===== config.mk =====
export PLATFORM = sky130hd
export DESIGN_NAME = hawk_cmpdcmp_axi_wr_issue
export DESIGN_NICKNAME = d
export VERILOG_FILES = /design/src/rtl/hawk_cmpdcmp_axi_wr_issue.sv
export SDC_FILE = /design/constraint.sdc
export NUM_CORES = 1
export LEC_CHECK = 0
export CAP_MARGIN = 20
export CELL_PAD_IN_SITES_DETAIL_PLACEMENT = 1
export CELL_PAD_IN_SITES_GLOBAL_PLACEMENT = 2
export CORE_AREA = 3 3 520 522
export DETAILED_ROUTE_END_ITERATION = 7
export DIE_AREA = 0 0 523 525
export PLACE_DENSITY = 0.48
export SYNTH_ARGS = -nofsm -noshare
export SYNTH_HDL_FRONTEND = slang
export SYNTH_SLANG_ARGS = --single-unit

===== constraint.sdc =====
create_clock -name clk_i -period 2.95 [get_ports clk_i]
set_input_delay 0.59 -clock clk_i [delete_from_list [all_inputs] [get_ports clk_i]]
set_output_delay 0.59 -clock clk_i [all_outputs]
set_load 0.005 [all_outputs]

===== src/rtl/hawk_cmpdcmp_axi_wr_issue.sv =====
// ---------------------------------------------------------------------------
// hawk_cmpdcmp_axi_wr_issue
//
// AXI4 write-issue stage sitting behind the HAWK compress/decompress write
// manager. Single-beat write requests arrive as independent address and data
// valid/ready pulses. Each one is captured in a one-entry skid buffer (AW and W)
// and issued on the AXI4 master write channels. The stage caps outstanding
// transactions, retires B responses and offers a drain handshake that lets the
// manager confirm that every page write has landed.
//
// Ports
//   clk_i, rst_ni            clock, asynchronous active-low reset
//   req_awvalid/req_awready  address request from the write manager
//   req_addr                 line-aligned write address
//   req_wvalid/req_wready    data request from the write manager
//   req_data, req_strb       line data and byte strobes
//   m_aw*                    AXI4 AW channel (single beat, INCR, 64-byte size)
//   m_w*                     AXI4 W channel (wlast always 1)
//   m_b*                     AXI4 B channel (bready held high, bid ignored)
//   drain_req_i              level request to drain all in-flight writes
//   drain_done_o             one-cycle pulse once everything has drained
//   outstd_cnt_o             AW handshakes that are still waiting for a B response
//   err_o, err_clr_i         sticky response error and its clear
//
// Optional feature macro: HAWK_AXI_WR_ISSUE_BRESP_CHK_EN
//   defined   : err_o sets on a B response carrying SLVERR/DECERR, or on a B
//               response that arrives while nothing is outstanding.
//   undefined : err_o is tied low and m_bresp is ignored.
// ---------------------------------------------------------------------------
module hawk_cmpdcmp_axi_wr_issue #(
  parameter int ADDR_W     = 64,
  parameter int DATA_W     = 512,
  parameter int ID_W       = 4,
  parameter int AXI_ID     = 0,
  parameter int MAX_OUTSTD = 8
) (
  input  logic                  clk_i,
  input  logic                  rst_ni,
  input  logic                  req_awvalid,
  input  logic [ADDR_W-1:0]     req_addr,
  output logic                  req_awready,
  input  logic                  req_wvalid,
  input  logic [DATA_W-1:0]     req_data,
  input  logic [DATA_W/8-1:0]   req_strb,
  output logic                  req_wready,
  output logic                  m_awvalid,
  input  logic                  m_awready,
  output logic [ADDR_W-1:0]     m_awaddr,
  output logic [ID_W-1:0]       m_awid,
  output logic [7:0]            m_awlen,
  output logic [2:0]            m_awsize,
  output logic [1:0]            m_awburst,
  output logic                  m_wvalid,
  input  logic                  m_wready,
  output logic [DATA_W-1:0]     m_wdata,
  output logic [DATA_W/8-1:0]   m_wstrb,
  output logic                  m_wlast,
  input  logic                  m_bvalid,
  input  logic [1:0]            m_bresp,
  input  logic [ID_W-1:0]       m_bid,
  output logic                  m_bready,
  input  logic                  drain_req_i,
  output logic                  drain_done_o,
  output logic [3:0]            outstd_cnt_o,
  output logic                  err_o,
  input  logic                  err_clr_i
);

  localparam int         STRB_W  = DATA_W / 8;
  localparam logic [3:0] MAX_CNT = 4'(MAX_OUTSTD);

  typedef enum logic [1:0] {
    ST_RUN   = 2'd0,
    ST_DRAIN = 2'd1,
    ST_DONE  = 2'd2
  } state_t;

  state_t              r_st;
  logic                r_aw_full;
  logic [ADDR_W-1:0]   r_awaddr;
  logic                r_w_full;
  logic [DATA_W-1:0]   r_wdata;
  logic [STRB_W-1:0]   r_wstrb;
  logic [3:0]          r_outstd;
  logic [3:0]          r_pend_w;
  logic                r_bready;
  logic                r_done;

  logic                w_run;
  logic                w_below_cap;
  logic                w_awvalid;
  logic                w_wvalid;
  logic                w_aw_fire;
  logic                w_w_fire;
  logic                w_b_fire;
  logic                w_aw_acc;
  logic                w_w_acc;
  logic                w_aw_full_nxt;
  logic                w_w_full_nxt;
  logic [3:0]          w_outstd_nxt;
  logic [3:0]          w_pend_w_nxt;
  logic                w_idle_nxt;
  logic                w_unused;

  // Handshake qualifiers; AW is gated by the outstanding cap, W waits for its AW.
  assign w_run       = (r_st == ST_RUN);
  assign w_below_cap = (r_outstd < MAX_CNT);
  assign w_awvalid   = r_aw_full & w_below_cap;
  assign w_wvalid    = r_w_full & (r_pend_w != 4'd0);
  assign w_aw_fire   = w_awvalid & m_awready;
  assign w_w_fire    = w_wvalid & m_wready;
  assign w_b_fire    = m_bvalid & r_bready;

  // Accepting while issuing in the same cycle reloads the buffer, giving full rate.
  assign req_awready = w_run & (~r_aw_full | w_aw_fire);
  assign req_wready  = w_run & (~r_w_full | w_w_fire);
  assign w_aw_acc    = req_awvalid & req_awready;
  assign w_w_acc     = req_wvalid & req_wready;

  // Next-state values for the skids and counters, shared with the drain lookahead.
  always_comb begin
    w_aw_full_nxt = r_aw_full;
    w_w_full_nxt  = r_w_full;
    w_outstd_nxt  = r_outstd;
    w_pend_w_nxt  = r_pend_w;

    if (w_aw_acc) begin
      w_aw_full_nxt = 1'b1;
    end else if (w_aw_fire) begin
      w_aw_full_nxt = 1'b0;
    end else begin
      w_aw_full_nxt = r_aw_full;
    end

    if (w_w_acc) begin
      w_w_full_nxt = 1'b1;
    end else if (w_w_fire) begin
      w_w_full_nxt = 1'b0;
    end else begin
      w_w_full_nxt = r_w_full;
    end

    // A B response with nothing outstanding leaves the count at zero.
    case ({w_aw_fire, w_b_fire})
      2'b10: w_outstd_nxt = r_outstd + 4'd1;
      2'b01: begin
        if (r_outstd != 4'd0) begin
          w_outstd_nxt = r_outstd - 4'd1;
        end else begin
          w_outstd_nxt = r_outstd;
        end
      end
      default: w_outstd_nxt = r_outstd;
    endcase

    case ({w_aw_fire, w_w_fire})
      2'b10: w_pend_w_nxt = r_pend_w + 4'd1;
      2'b01: begin
        if (r_pend_w != 4'd0) begin
          w_pend_w_nxt = r_pend_w - 4'd1;
        end else begin
          w_pend_w_nxt = r_pend_w;
        end
      end
      default: w_pend_w_nxt = r_pend_w;
    endcase
  end

  // Looking at next-state values lets drain complete the cycle after the last B.
  assign w_idle_nxt = ~w_aw_full_nxt & ~w_w_full_nxt &
                      (w_outstd_nxt == 4'd0) & (w_pend_w_nxt == 4'd0);

  // AW skid buffer: occupancy flag and address payload.
  always_ff @(posedge clk_i or negedge rst_ni) begin
    if (!rst_ni) begin
      r_aw_full <= 1'b0;
      r_awaddr  <= {ADDR_W{1'b0}};
    end else begin
      r_aw_full <= w_aw_full_nxt;
      if (w_aw_acc) begin
        r_awaddr <= req_addr;
      end
    end
  end

  // W skid buffer: occupancy flag, data and strobe payload.
  always_ff @(posedge clk_i or negedge rst_ni) begin
    if (!rst_ni) begin
      r_w_full <= 1'b0;
      r_wdata  <= {DATA_W{1'b0}};
      r_wstrb  <= {STRB_W{1'b0}};
    end else begin
      r_w_full <= w_w_full_nxt;
      if (w_w_acc) begin
        r_wdata <= req_data;
        r_wstrb <= req_strb;
      end
    end
  end

  // Outstanding-transaction and pending-W counters; bready is held high.
  always_ff @(posedge clk_i or negedge rst_ni) begin
    if (!rst_ni) begin
      r_outstd <= 4'd0;
      r_pend_w <= 4'd0;
      r_bready <= 1'b1;
    end else begin
      r_outstd <= w_outstd_nxt;
      r_pend_w <= w_pend_w_nxt;
      r_bready <= 1'b1;
    end
  end

  // Drain FSM with its registered completion pulse.
  always_ff @(posedge clk_i or negedge rst_ni) begin
    if (!rst_ni) begin
      r_st   <= ST_RUN;
      r_done <= 1'b0;
    end else begin
      r_done <= 1'b0;
      case (r_st)
        ST_RUN: begin
          if (drain_req_i) begin
            r_st <= ST_DRAIN;
          end
        end
        ST_DRAIN: begin
          if (w_idle_nxt) begin
            r_st   <= ST_DONE;
            r_done <= 1'b1;
          end
        end
        ST_DONE: begin
          r_st <= ST_RUN;
        end
        default: begin
          r_st <= ST_RUN;
        end
      endcase
    end
  end

`ifdef HAWK_AXI_WR_ISSUE_BRESP_CHK_EN
  logic r_err;

  // Sticky response error; a new error wins over a simultaneous clear.
  always_ff @(posedge clk_i or negedge rst_ni) begin
    if (!rst_ni) begin
      r_err <= 1'b0;
    end else if (w_b_fire & (m_bresp[1] | (r_outstd == 4'd0))) begin
      r_err <= 1'b1;
    end else if (err_clr_i) begin
      r_err <= 1'b0;
    end
  end

  assign err_o    = r_err;
  assign w_unused = ^m_bid;
`else
  assign err_o    = 1'b0;
  assign w_unused = ^{m_bid, m_bresp, err_clr_i};
`endif

  assign m_awvalid    = w_awvalid;
  assign m_awaddr     = r_awaddr;
  assign m_awid       = ID_W'(AXI_ID);
  assign m_awlen      = 8'd0;
  assign m_awsize     = 3'd6;
  assign m_awburst    = 2'b01;
  assign m_wvalid     = w_wvalid;
  assign m_wdata      = r_wdata;
  assign m_wstrb      = r_wstrb;
  assign m_wlast      = 1'b1;
  assign m_bready     = r_bready;
  assign drain_done_o = r_done;
  assign outstd_cnt_o = r_outstd;

endmodule


==> results.toml, run 1 <==
[logic_synthesis]
synth_seq_area_share = 0.650
netlist_area_um2 = 25100
synth-warning-count = 0
postSynthRegisterBits = 653
asyncSetResetFlopFracSynth = 1.00
post_synth_most_frequent_cells = "653 x sky130_fd_sc_hd__dfrtp_1, 520 x sky130_fd_sc_hd__mux2_1, 120 x sky130_fd_sc_hd__mux2_2"
synth_top_cells_by_area = "sky130_fd_sc_hd__dfrtp_1 65%, sky130_fd_sc_hd__mux2_1 23%, sky130_fd_sc_hd__mux2_2 5.4%"
synth.avg_cell_area_um2 = 17.0
yosys.cell_count.top_type = "sky130_fd_sc_hd__dfrtp_1"
gate_count_of_the_mapped_netlist = 1483
post-synth-top-area-fraction = 0.650
synth_top_cell_by_area = "sky130_fd_sc_hd__dfrtp_1"
synth.lib_cells_used.distinct = 48
number_of_synthesized_flops_with_an_enable_pin = 0
yosys_most_used_dff = "sky130_fd_sc_hd__dfrtp_1"

[outcome]
run_status = "finished clean"

[sta]
skew_ns = 0.0348
postLayoutSetupSlackWorst_ns = 0.101
unrepaired_setup_endpoints_after_global_routing = "yes"
timing.final.crit_share = 0.966
report.final.hold_viol_count = 0
totalNegativeSetupSlack_ns = 0
fin_crit_ns = 2.85
finalSetupViolCount = 0
worst_slew_margin_rel = 0.599
fmaxAchievable_ghz = 0.351
worst-slew-pin-transition_ns = 0.602
timing_max_transition_violations_final = 0

[placed_design]
dp_worst_setup_slack_ns = -0.205
detailedPlacementHpwl_um = 134000
cell_area_reported_after_detailed_placement_um2 = 42800
placed_cells_incl_taps = 6330
globalplace.congestion = 0.820
io_buffers = 1296

[setup_path]
worstPathRequired_ns = 3.58
worstPathMaxFanout = 4
worstPathArrival_ns = 3.48
worst-r2r-cell-count = 12
setup.worst_path.end_class = "register"
setup.worst_path.class = "reg -> reg"
critPathLaunchType = "register"

[drt]
detail_route.drc_violations = 0
vias_per_cell = 2.87
routedWlPerCell_um = 24.2
ant_nets = 0
drt_first_pass_iters = 4
num_vias = 18800
drt_initial_violations = 539
drt-total-wl_um = 158000

[finish]
post_route_cells_drive_above_1_share = 0.129
fin_cells = 6543
layout_overhead_on_the_synthesized_area_pct = 83.7
stdcell_area_um2 = 46200
fillerInstances = 29900
finalNetCount = 3564

[clock_tree]
clock_insertion_delay_worst_skew_ns = 0.70
tritoncts_buffer_count = 92
cts_tree = "done"
cts_htree_levels = 3
clk_root_buffer_cell = "sky130_fd_sc_hd__clkbuf_16"
clock_path_buffers = 3
register_clock_pin_slew_on_the_reported_worst_setup_and_hold_paths_ns = 0.06
cts.sinks = 653

[floorplan]
die_h_um = 525
num_io_pins = 1324
fp.coreArea_um2 = 266000
initial_core_utilization = 0.0947
row_count = 189
die-area_um2 = 275000
horizontal_die_dimension_um = 523

[global_routing]
antenna_found_initial = 90
grt_max_degree = 103
wire_length_of_the_first_global_routing_pass_um = 205000
gr-total-overflow = 0
grt_pass1_vias = 21000
globalRouteTotalUtil = 0.112

[power]
total_leakage_power_nw = 18.1
power-per-cell-area_nw_per_um2 = 1050
worst_ir_drop_vdd_mv = 0.518

[min_path]
min-delay-path-class = "in -> async"

[job]
cap_violations = 0
==> final timing paths <==
kind | from | to | slack (ns)
max | r_pend_w[1] | r_st[1] | 0.10
min | rst_ni | m_wdata[142] | 0.44
min reg2reg | m_wdata[143] | m_wdata[143] | 0.49
min in group clk_i | req_data[210] | m_wdata[210] | 0.46
max in group asynchronous | rst_ni | m_wdata[157] | 1.50
max reg2reg | r_pend_w[1] | r_st[1] | 0.10
==> where the power goes <==
| group | internal [mW] | switching (mW) | leakage (nW) |
|---|---|---|---|
| Sequential | 13.6 | 2.98 | 7.76 |
| Clock | 7.02 | 4.71 | 1.54 |
| Combinational | 12.1 | 8.00 | 8.82 |
| Total | 32.7 | 15.7 | 18.1 |
==> worst max-delay path: stages, from the launching register on <==
cell and delay (ns):
sky130_fd_sc_hd__dfrtp_1 0.38, sky130_fd_sc_hd__inv_2 0.09, sky130_fd_sc_hd__ha_4 0.13, sky130_fd_sc_hd__or3b_4 0.38
sky130_fd_sc_hd__and2_4 0.16, sky130_fd_sc_hd__nand2_4 0.07, sky130_fd_sc_hd__ha_4 0.21, sky130_fd_sc_hd__nand2b_4 0.14
sky130_fd_sc_hd__a221o_1 0.28, sky130_fd_sc_hd__a211o_1 0.34, sky130_fd_sc_hd__nor4_4 0.27, sky130_fd_sc_hd__buf_4 0.17
sky130_fd_sc_hd__and3b_1 0.15
==> sequential cells by signal, summed over array words and instances, names as in the netlist <==
register / cells
m_awaddr: 64
drain_done_o: 1
r_aw_full: 1
r_w_full: 1
r_st: 2
m_wdata: 512
r_pend_w: 4
outstd_cnt_o: 4
m_wstrb: 64
==> cells by family after synthesis <==
logic type	count (synthesis)	share of synthesized area
compound gates	28	0.00786
buf+inv	104	0.0388
flops	653	0.650
fa+ha+maj	8	0.00398
other cells	2	0.000299
mux	643	0.288
simple gates	45	0.0116
==> layout by cell type (no fill, tap or decap), types with 3 or more instances in the layout <==
cell	n
sky130_fd_sc_hd__clkbuf_1	25
sky130_fd_sc_hd__clkinv_16	4
sky130_fd_sc_hd__ha_4	3
sky130_fd_sc_hd__a21oi_1	4
sky130_fd_sc_hd__bufinv_16	8
sky130_fd_sc_hd__clkinv_4	5
sky130_fd_sc_hd__nand2_1	7
sky130_fd_sc_hd__mux2_1	520
sky130_fd_sc_hd__buf_4	70
sky130_fd_sc_hd__clkbuf_8	21
sky130_fd_sc_hd__nor2_1	4
sky130_fd_sc_hd__conb_1	20
sky130_fd_sc_hd__nor4bb_1	3
sky130_fd_sc_hd__buf_12	32
sky130_fd_sc_hd__clkdlybuf4s50_1	1292
sky130_fd_sc_hd__inv_6	3
sky130_fd_sc_hd__clkbuf_16	92
sky130_fd_sc_hd__o21ai_0	6
sky130_fd_sc_hd__inv_1	9
sky130_fd_sc_hd__clkinv_2	7
sky130_fd_sc_hd__nor2b_1	4
sky130_fd_sc_hd__nor3_1	4
sky130_fd_sc_hd__mux2_2	120
sky130_fd_sc_hd__dfrtp_1	653
sky130_fd_sc_hd__diode_2	36
sky130_fd_sc_hd__ha_1	5
==> what timing repair did <==
| action | 4_1_cts | 5_1_grt |
|---|---|---|
| setup buffers | 4 | 5 |
| endpoints found under the setup margin | 5 | 5 |
| endpoints found under the hold margin | 17 | 0 |
| hold buffers | 1 | 0 |
| pin swaps | 2 | 4 |
| gates resized for setup | 15 | 8 |
==> layout make-up <==
class	count	area (um^2)	area share
Timing Repair Buffer	1399	14200	0.306
Sequential cell	653	16300	0.354
Antenna cell	36	90.1	0.00195
Multi-Input combinational cell	744	7990	0.173
Tap cell	3533	4420	0.0957
Clock buffer	138	2690	0.0581
Clock inverter	29	489	0.0106
Inverter	11	41.3	0.000894
==> per-layer routing <==
metal  GRT usage  share of wire  vias up
li1            -              -     8108
met1       0.110           0.34     9317
met2       0.194           0.49     1054
met3      0.0693           0.14      236
met4      0.0331          0.030       38
met5           0         0.0014        -
==> metrics by stage <==
| stage | power, mW | utilization | hold slack, ns |
|---|---|---|---|
| 3_3_place_gp | 37.3 | 0.161 | 0.473 |
| 5_1_grt | 51.6 | 0.174 | 0.394 |
| 3_5_place_dp | 37.4 | 0.161 | 0.480 |
| 6_report | 48.4 | 0.174 | 0.445 |
| 2_1_floorplan | 21.6 | - | 0.294 |
| 4_1_cts | 49.9 | 0.173 | 0.352 |
No activity file was read; power rests on OpenSTA's default activity.
==> run 2, diff against run 1 <==
--- a/config.mk
+++ b/config.mk
@@ -9,6 +9,7 @@
 export CELL_PAD_IN_SITES_DETAIL_PLACEMENT = 1
 export CELL_PAD_IN_SITES_GLOBAL_PLACEMENT = 2
 export CORE_AREA = 3 3 520 522
+export CTS_BUF_LIST = sky130_fd_sc_hd__clkbuf_8
 export DETAILED_ROUTE_END_ITERATION = 7
 export DIE_AREA = 0 0 523 525
 export PLACE_DENSITY = 0.48
==> results.toml, run 2 (synthesis gave the netlist of run 1 again) <==
[outcome]
run_status = "finished clean"

[setup_path]
worst-r2r-cell-count = 12
r2r_setup_slack_ns = 0.09
cpMaxStageDelayCell = "sky130_fd_sc_hd__dfrtp_1"
worstSetupStartpoint = "r_pend_w[1]"
crit-reg2reg-capture = "r_st[1]"
critPathLaunchType = "register"
reg2reg_from = "r_pend_w[1]"
cpLargestDelayFamily = "simple AND/OR/NAND/NOR gates"
setup.worst_path.end_class = "output port"
timing.critical_path.mode_cell = "sky130_fd_sc_hd__buf_6"
worstPathRequired_ns = 2.36
cp_slowest_stage_delay_ns = 0.38
worstSetupPathDepth = 7
setup.worst_path.class = "reg -> out"
worstPathMaxFanout = 2
worstPathArrival_ns = 2.34
worstPathCellList = "inv_2 > ha_4 > or3b_4 > buf_6 > a21bo_1 > and2_4 > buf_6"
path_buf_inv = 3

[sta]
unrepaired_setup_endpoints_after_global_routing = "yes"
worst_slew_margin_rel = 0.601
fin_crit_ns = 2.93
report.final.hold_viol_count = 0
postLayoutSetupSlackWorst_ns = 0.0243
skew_ns = 0.0847
timing.hold.ws_ns = 0.294
timing_max_transition_violations_final = 0
totalNegativeSetupSlack_ns = 0
fmaxAchievable_ghz = 0.342
finalSetupViolCount = 0
worst-slew-pin-transition_ns = 0.598
timing.final.crit_share = 0.992

[floorplan]
horizontal_die_dimension_um = 523
die_h_um = 525
fp.coreArea_um2 = 266000
row_count = 189
initial_core_utilization = 0.0947
num_io_pins = 1324
die-area_um2 = 275000

[placed_design]
io_buffers = 1296
globalplace.congestion = 0.820
detailedPlacementHpwl_um = 134000
dp_worst_setup_slack_ns = -0.205

[finish]
max_reg_flops = 512
layout_overhead_on_the_synthesized_area_pct = 82.4
layout.cells.most_common = "sky130_fd_sc_hd__clkdlybuf4s50_1"
layout.cells.most_common_list = "1,292 x sky130_fd_sc_hd__clkdlybuf4s50_1, 653 x sky130_fd_sc_hd__dfrtp_1, 520 x sky130_fd_sc_hd__mux2_1, 183 x sky130_fd_sc_hd__clkbuf_8, 120 x sky130_fd_sc_hd__mux2_2"
finalNetCount = 3621
post_route_cells_drive_above_1_share = 0.147
final_core_utilization = 0.173

[global_routing]
globalRouteTotalUtil = 0.112
grt_max_degree = 103
antenna_found_initial = 89
wire_length_of_the_first_global_routing_pass_um = 206000
grt_pass1_vias = 21500
gr-total-overflow = 0

[drt]
drt-total-wl_um = 160000
drt_first_pass_iters = 4
ant_nets = 0
vias_per_cell = 2.88
num_vias = 19100
drt_initial_violations = 450
detail_route.drc_violations = 0
routedWlPerCell_um = 24.1

[power]
worst_ir_drop_vdd_mv = 0.486
p_total_mw = 47.0
power-per-cell-area_nw_per_um2 = 1020
total_leakage_power_nw = 18.2

[clock_tree]
clock_path_buffers = 4
tritoncts_buffer_count = 150
cts_htree_levels = 4
register_clock_pin_slew_on_the_reported_worst_setup_and_hold_paths_ns = 0.06
clock_insertion_delay_worst_skew_ns = 0.88
cts.sinks = 653
clk_root_buffer_cell = "sky130_fd_sc_hd__clkbuf_8"
cts_tree = "done"

[min_path]
min-delay-path-class = "in -> async"

[job]
cap_violations = 0
==> run 2: worst max-delay path by stage <==
stage	endpoint	slack (ns)
CTS	req_wready	-0.17
global route	req_wready	-0.16
floorplan	drain_done_o	0.004
finish	req_wready	0.02
detailed placement	r_st[1]	-0.21
global placement	r_st[1]	-0.24
==> run 2: what timing repair did <==
item	CTS	global route
hold buffers	1	0
hold endpoints to repair	89	0
gates resized for setup	16	8
setup buffers	4	4
pin swaps	3	2
setup endpoints to repair	5	5
==> run 2: final cells by class <==
| class | count | area [um^2] |
|---|---|---|
| Antenna cell | 32 | 80.1 |
| Clock buffer | 183 | 2520 |
| Clock inverter | 68 | 338 |
| Fill cell | 30000 | 220000 |
| Inverter | 11 | 41.3 |
| Multi-Input combinational cell | 744 | 7970 |
| Sequential cell | 653 | 16300 |
| Tap cell | 3533 | 4420 |
| Timing Repair Buffer | 1398 | 14200 |
==> run 2: per-layer routing <==
metal | vias up | track usage | share of wire
met5 | - | 0 | 0.0015
li1 | 8227 | - | -
met4 | 36 | 0.0373 | 0.034
met3 | 288 | 0.0716 | 0.14
met2 | 1129 | 0.193 | 0.48
met1 | 9414 | 0.109 | 0.34
==> run 2: stage by stage <==
step,instance area (um^2),cells
floorplan,25200,1501
global placement,42800,6330
detailed placement,42800,6330
CTS,45700,6586
global route,45800,6595
finish,45900,6622
==> run 2: report_power, final <==
group / switching (mW) / leakage [nW] / internal (mW)
clock: 4.68 / 1.63 / 5.65
combinational: 8.01 / 8.81 / 12.1
sequential: 2.98 / 7.76 / 13.6
